[src/rtl/mult_share_pkg.sv]
// Shared types and constants for the multiplier-sharing arbiter.
package mult_share_pkg;

  typedef enum logic [2:0] {
    ST_IDLE,
    ST_ISSUE,
    ST_ARM,
    ST_WAIT,
    ST_RESP
  } state_t;

  // Timeout budget scales with operand width: a healthy core needs NB cycles.
  localparam int TMO_PER_BIT = 4;

  function automatic int prod_w(input int nb);
    return 2 * nb;
  endfunction

endpackage

[src/rtl/mult_share_arbiter_rr_pick.sv]
// Combinational round-robin picker: first request strictly above i_ptr, wrapping.
// Zero latency; no state, so no backpressure of its own.
module rr_pick #(
  parameter int NREQ = 4,
  parameter int IDW  = 2
) (
  input  logic [NREQ-1:0] i_req,
  input  logic [IDW-1:0]  i_ptr,
  output logic [NREQ-1:0] o_gnt,
  output logic [IDW-1:0]  o_idx,
  output logic            o_any
);

  logic [IDW-1:0] w_j;

  always_comb begin
    o_gnt = '0;
    o_idx = '0;
    o_any = 1'b0;
    w_j   = '0;
    for (int k = 1; k <= NREQ; k++) begin
      w_j = IDW'((int'(i_ptr) + k) % NREQ);
      if (!o_any && i_req[w_j]) begin
        o_gnt[w_j] = 1'b1;
        o_idx      = w_j;
        o_any      = 1'b1;
      end
    end
  end

endmodule

[src/rtl/mult_share_arbiter.sv]
// Round-robin sharing of one sequential signed multiplier; handshake to rsp_valid is NB+3 cycles.
// Backpressure: rsp_ready low holds RESP and blocks new grants. Optional MULT_SHARE_TIMEOUT_EN adds rsp_err/TMO.
module mult_share_arbiter
  import mult_share_pkg::*;
#(
  parameter int NB   = 8,
  parameter int NREQ = 4,
  parameter int IDW  = 2
`ifdef MULT_SHARE_TIMEOUT_EN
  ,
  parameter int TMO  = TMO_PER_BIT * NB
`endif
) (
  input  logic                 clk,
  input  logic                 rst,
  input  logic [NREQ-1:0]      req_valid,
  output logic [NREQ-1:0]      req_ready,
  input  logic [NREQ*NB-1:0]   req_a,
  input  logic [NREQ*NB-1:0]   req_b,
  output logic [NREQ-1:0]      rsp_valid,
  input  logic [NREQ-1:0]      rsp_ready,
  output logic [2*NB-1:0]      rsp_product,
  output logic                 busy,
  output logic                 mul_start,
  output logic [NB-1:0]        mul_a,
  output logic [NB-1:0]        mul_b,
  input  logic [2*NB-1:0]      mul_product,
  input  logic                 mul_ready
`ifdef MULT_SHARE_TIMEOUT_EN
  ,
  output logic                 rsp_err
`endif
);

  localparam int PROD_W = prod_w(NB);

  state_t          r_state;
  logic [IDW-1:0]  r_ptr;
  logic [IDW-1:0]  r_id;
  logic [NREQ-1:0] w_gnt;
  logic [IDW-1:0]  w_idx;
  logic            w_any;
  logic            w_idle;
  logic [NREQ-1:0] w_id_oh;
`ifdef MULT_SHARE_TIMEOUT_EN
  localparam int TMO_W = $clog2(TMO + 1);
  logic [TMO_W-1:0] r_tmo_cnt;
`endif

  rr_pick #(.NREQ(NREQ), .IDW(IDW)) u_pick (
    .i_req (req_valid),
    .i_ptr (r_ptr),
    .o_gnt (w_gnt),
    .o_idx (w_idx),
    .o_any (w_any)
  );

  assign w_idle    = (r_state == ST_IDLE);
  // Gated by rst so no accept is offered while reset is held.
  assign req_ready = (w_idle && !rst) ? w_gnt : '0;
  assign busy      = !w_idle;
  assign w_id_oh   = NREQ'(1) << r_id;

  always_ff @(posedge clk or posedge rst) begin
    if (rst) begin
      r_state     <= ST_IDLE;
      r_ptr       <= IDW'(NREQ - 1);
      r_id        <= '0;
      rsp_valid   <= '0;
      rsp_product <= '0;
      mul_start   <= 1'b0;
      mul_a       <= '0;
      mul_b       <= '0;
`ifdef MULT_SHARE_TIMEOUT_EN
      r_tmo_cnt   <= '0;
      rsp_err     <= 1'b0;
`endif
    end else begin
      mul_start <= 1'b0;
      case (r_state)
        ST_IDLE: begin
          if (w_any) begin
            mul_a     <= req_a[int'(w_idx)*NB +: NB];
            mul_b     <= req_b[int'(w_idx)*NB +: NB];
            r_id      <= w_idx;
            r_ptr     <= w_idx;
            mul_start <= 1'b1;
            r_state   <= ST_ISSUE;
          end
        end
        ST_ISSUE: r_state <= ST_ARM;
        // The core may still show the previous op's ready here, so it is not sampled.
        ST_ARM: begin
          r_state <= ST_WAIT;
`ifdef MULT_SHARE_TIMEOUT_EN
          r_tmo_cnt <= '0;
`endif
        end
        ST_WAIT: begin
          if (mul_ready) begin
            rsp_product <= mul_product[PROD_W-1:0];
            rsp_valid   <= w_id_oh;
            r_state     <= ST_RESP;
          end
`ifdef MULT_SHARE_TIMEOUT_EN
          else if (r_tmo_cnt == TMO_W'(TMO - 1)) begin
            rsp_product <= '0;
            rsp_err     <= 1'b1;
            rsp_valid   <= w_id_oh;
            r_state     <= ST_RESP;
          end else begin
            r_tmo_cnt <= r_tmo_cnt + 1'b1;
          end
`endif
        end
        ST_RESP: begin
          if (rsp_ready[r_id]) begin
            rsp_valid <= '0;
`ifdef MULT_SHARE_TIMEOUT_EN
            rsp_err   <= 1'b0;
`endif
            r_state   <= ST_IDLE;
          end
        end
        default: r_state <= ST_IDLE;
      endcase
    end
  end

endmodule

[config.mk]
export PLATFORM = sky130hd
export DESIGN_NAME = mult_share_arbiter
export DESIGN_NICKNAME = d
export VERILOG_FILES = /design/src/rtl/mult_share_pkg.sv /design/src/rtl/mult_share_arbiter_rr_pick.sv /design/src/rtl/mult_share_arbiter.sv
export SDC_FILE = /design/constraint.sdc
export NUM_CORES = 1
export LEC_CHECK = 0
export ABC_AREA = 1
export BUFFER_PORTS_ARGS = -buffer_cell sky130_fd_sc_hd__buf_2
export CORE_ASPECT_RATIO = 1.75
export CORE_MARGIN = 4
export CORE_UTILIZATION = 25
export CTS_BUF_LIST = sky130_fd_sc_hd__clkbuf_8
export CTS_CLUSTER_DIAMETER = 150
export DETAILED_ROUTE_END_ITERATION = 16
export SLEW_MARGIN = 20
export SYNTH_ARGS = -nofsm -noshare
export SYNTH_HDL_FRONTEND = slang
export SYNTH_SLANG_ARGS = --single-unit
export TNS_END_PERCENT = 100
[constraint.sdc]
create_clock -name clk -period 2.46 [get_ports clk]
set_input_delay 0.369 -clock clk [delete_from_list [all_inputs] [get_ports clk]]
set_output_delay 0.369 -clock clk [all_outputs]
set_load 0.005 [all_outputs]
==> results.md <==
* Status: finished with violations
* Violated checks: setup timing
* Final setup fails at 4
* # IOs at 133
* Vias in the first global route at 3087
* Rel. slew slack at 37.3%
* DR vias/cell at 4.38
* Top_reg_cell synth: dfrtp_1
* Number of DRC markers in iteration 0 at 106
* Kind of critical path: flip-flop to output pin
* Post-DP HPWL at 7250 µm
* Post-Syn Area at 0.00305 mm²
* Post-synthesis register bit count at 44
* DP Area at 0.00392 mm²
* DRC at 0
* Yosys warnings at 0
* Mapped Nets at 504
* Worst-Skew Late Latency at 0.30 ns
* Complex-gate fraction of the synthesized area at 6.08%
* Power Total at 6.57 mW
* Layout area overhead at 36.6%
* Switching share of power at 49.2%
* RSZ-0062 raised after global routing: true
* Seq pwr share at 19.9%
* Leading cell types by total area after synthesis: dfrtp_1 34%, nand2_1 12%, nand3_1 9.2%
* WL/cell at 13.0 µm
* Clock sink total at 44
* Max Cap Violations at 0
* Crit end category: output pin
* Reg2Reg Depth at 14
* Antenna violations before repair at 0
* Finished Layout Cells at 718
* Tcrit/Tclk final at 102%
* Post-synthesis adder-cell area fraction at 3.29%
* Avg Inst Size Synth at 7.52 µm²
* Grt ovf at 0
* Synth Area in XOR/XNOR at 0%
* Simple-gate share of the synthesized area at 36.2%
* Longest Clk Path Bufs at 2
* CP Data Required Time at 2.09 ns
* Root buf cell: clkbuf_8
* FP Rows at 53
* Design area at 0.00416 mm²
* Most frequent cells after synthesis: 100 x nand2_1, 71 x inv_1, 56 x nand3_1
* Sequential area share after synthesis at 36.2%
* Most frequent cell after synthesis: nand2_1
* DIE AREA at 0.0141 mm²
* Reg-to-reg critical path startpoint: r_ptr[0]
* Core Util, Final at 34.7%
* Detail Route Antenna Nets at 0
* Placed insts at 700
* Hold WC Path Type: primary input to asynchronous set/reset pin
* Largest net degree at the start of global routing at 51
* Fmax at 397 MHz
* Htree depth at 2
* Crit path DAT at 2.15 ns
* DRT Pass-1 Iters at 4
* N_diodes at 0
* Port Buf Inserts at 132
* Clock power frac at 8.3%
* Initial cell density of the core at 25.4%
* Synth top area share at 34.5%
* Final min period at 2.52 ns
* Worst reg-to-reg setup slack at 0.13 ns
* Distinct cells, synth at 34
* Dominant cell type by area after synthesis: dfrtp_1
* Die W at 91.5 µm
* IR drop worst, VDD at 813 µV
* Clk_skew at 0.00794 ns
* Syn Inst Count at 405
* Layout Nets at 651
* Leakage at 2.33 nW
* Clock transition at path regs at 0.08 ns
* Worst R2R End: mul_b[2]
* NetSw at 3.23 mW
* Ys async rst share at 100%
* Worst Path Max Fanout at 6
* Final WL at 9340 µm
* Internal power at 3.34 mW
* Largest family of logic cells by synthesized area: simple AND/OR/NAND/NOR gates
* Slew @ Worst Pin at 0.938 ns
* Num CTS Buffers at 5
* Startpoint types: flip-flop
* Pre-CTS setup slack at 0.0169 ns
* Mux share of post-synthesis cell area at 5.91%
* Final worst slack at -0.0584 ns
* Global Route Usage Sum at 12.6%
* Post-synth EDFFs at 0
* Vias at 3144
* Combinational power share at 71.8%
* Core area at 0.0120 mm²
* CTS tree: built
* Placer Congestion at 0.809
* First-pass GRT wire length at 14500 µm
* Pwr dens at 1580 mW/mm²
* Layout cells sized above 1 at 38.9%
* Die height at 154 µm
* Slew Viols, Final at 0
* Hold Violations, Final at 0
cell type report:
cell class | instances | area (µm²)
clock buffers | 5 | 68.8
multi-input cells | 275 | 1630
well taps | 165 | 206
clock inverters | 3 | 38.8
flip-flops and latches | 44 | 1100
inverters | 73 | 280
repair inverters | 1 | 7.51
repair buffers | 152 | 827
fillers | 1291 | 7840
worst max-delay path by stage:
stage	from	endpoint	slack [ns]	cells after the start
floorplan	r_ptr[0]	req_ready[0]	0.12	10
global placement	r_ptr[1]	req_ready[0]	0.05	11
detailed placement	r_ptr[0]	req_ready[0]	0.02	11
CTS	r_ptr[0]	req_ready[2]	-0.05	11
global route	r_ptr[0]	req_ready[0]	-0.19	11
finish	r_ptr[0]	req_ready[0]	-0.06	11
per-layer routing:
layer,up-vias,global-route usage (%),routed length [µm]
met5,-,0,0
met4,0,5.76,263
met3,16,2.69,577
met2,110,23.1,4980
met1,1436,13.7,3520
li1,1582,-,-
power groups by stage:
| stage | Combinational [mW] | Sequential [mW] | Clock (mW) |
|---|---|---|---|
| CTS | 4.57 | 1.31 | 0.572 |
| global placement | 4.24 | 1.31 | 0 |
| finish | 4.72 | 1.31 | 0.543 |
| floorplan | 3.12 | 1.34 | 0 |
| detailed placement | 4.32 | 1.32 | 0 |
| global route | 5.23 | 1.35 | 0.603 |
cells by family (layout without fill, tap and decap cells):
logic type / Yosys count / after routing
AOI/OAI and AO/OA: 27 / 27
adders and majority gates: 8 / 8
buffers and inverters: 87 / 234
and+or+nand+nor: 223 / 224
DFF: 44 / 44
muxes: 16 / 16
registers in the layout (all words and copies together) (netlist names):
| name | flops |
|---|---|
| r_ptr | 2 |
| mul_a | 8 |
| rsp_valid | 4 |
| rsp_product | 16 |
| mul_start | 1 |
| r_state | 3 |
| r_id | 2 |
| mul_b | 8 |
what timing repair did:
| item | CTS | global route |
|---|---|---|
| gates resized for setup | 9 | 9 |
| endpoints found under the setup margin | 5 | 7 |
| hold buffers | 0 | 0 |
| buffers inserted | 7 | 1 |
| gates cloned | 0 | 2 |
| pin swaps | 8 | 9 |
placed cells by master (no fill, tap or decap), types with 2 or more instances in the layout:
| cell type | netlist | layout |
|---|---|---|
| nand4_1 | 15 | 15 |
| o21ai_1 | 0 | 3 |
| nor2_2 | 1 | 3 |
| nand3_1 | 56 | 56 |
| nand3_4 | 2 | 3 |
| or2_1 | 18 | 18 |
| a31oi_1 | 3 | 2 |
| nand2_4 | 1 | 2 |
| nand2_2 | 12 | 12 |
| nand2_1 | 100 | 98 |
| dfrtp_1 | 42 | 42 |
| clkinvlp_4 | 0 | 2 |
| o21ai_0 | 12 | 9 |
| ha_1 | 8 | 7 |
| dfstp_2 | 2 | 2 |
| inv_2 | 2 | 4 |
| mux2_2 | 16 | 16 |
| nor2_1 | 12 | 11 |
| nor2_4 | 2 | 2 |
| clkbuf_8 | 0 | 5 |
| o31ai_1 | 2 | 2 |
| buf_2 | 5 | 132 |
| a22oi_1 | 3 | 3 |
| buf_4 | 1 | 18 |
| inv_1 | 71 | 68 |
worst max-delay path: stages, from the launching register on:
cell	delay, ns
dfstp_2	0.55
inv_2	0.06
ha_4	0.30
inv_4	0.05
nand2_4	0.09
nand2_8	0.08
nor2_8	0.13
nand4_1	0.19
o21ai_1	0.18
nand2_1	0.07
inv_1	0.05
buf_2	0.10
through the flow:
stage / hold WS [ns] / TNS [ns]
floorplan: 0.472 / 0
CTS: 0.286 / -0.183
global route: 0.284 / -0.716
detailed placement: 0.467 / 0
finish: 0.274 / -0.189
global placement: 0.466 / 0
(Power assumes the default switching activity.)
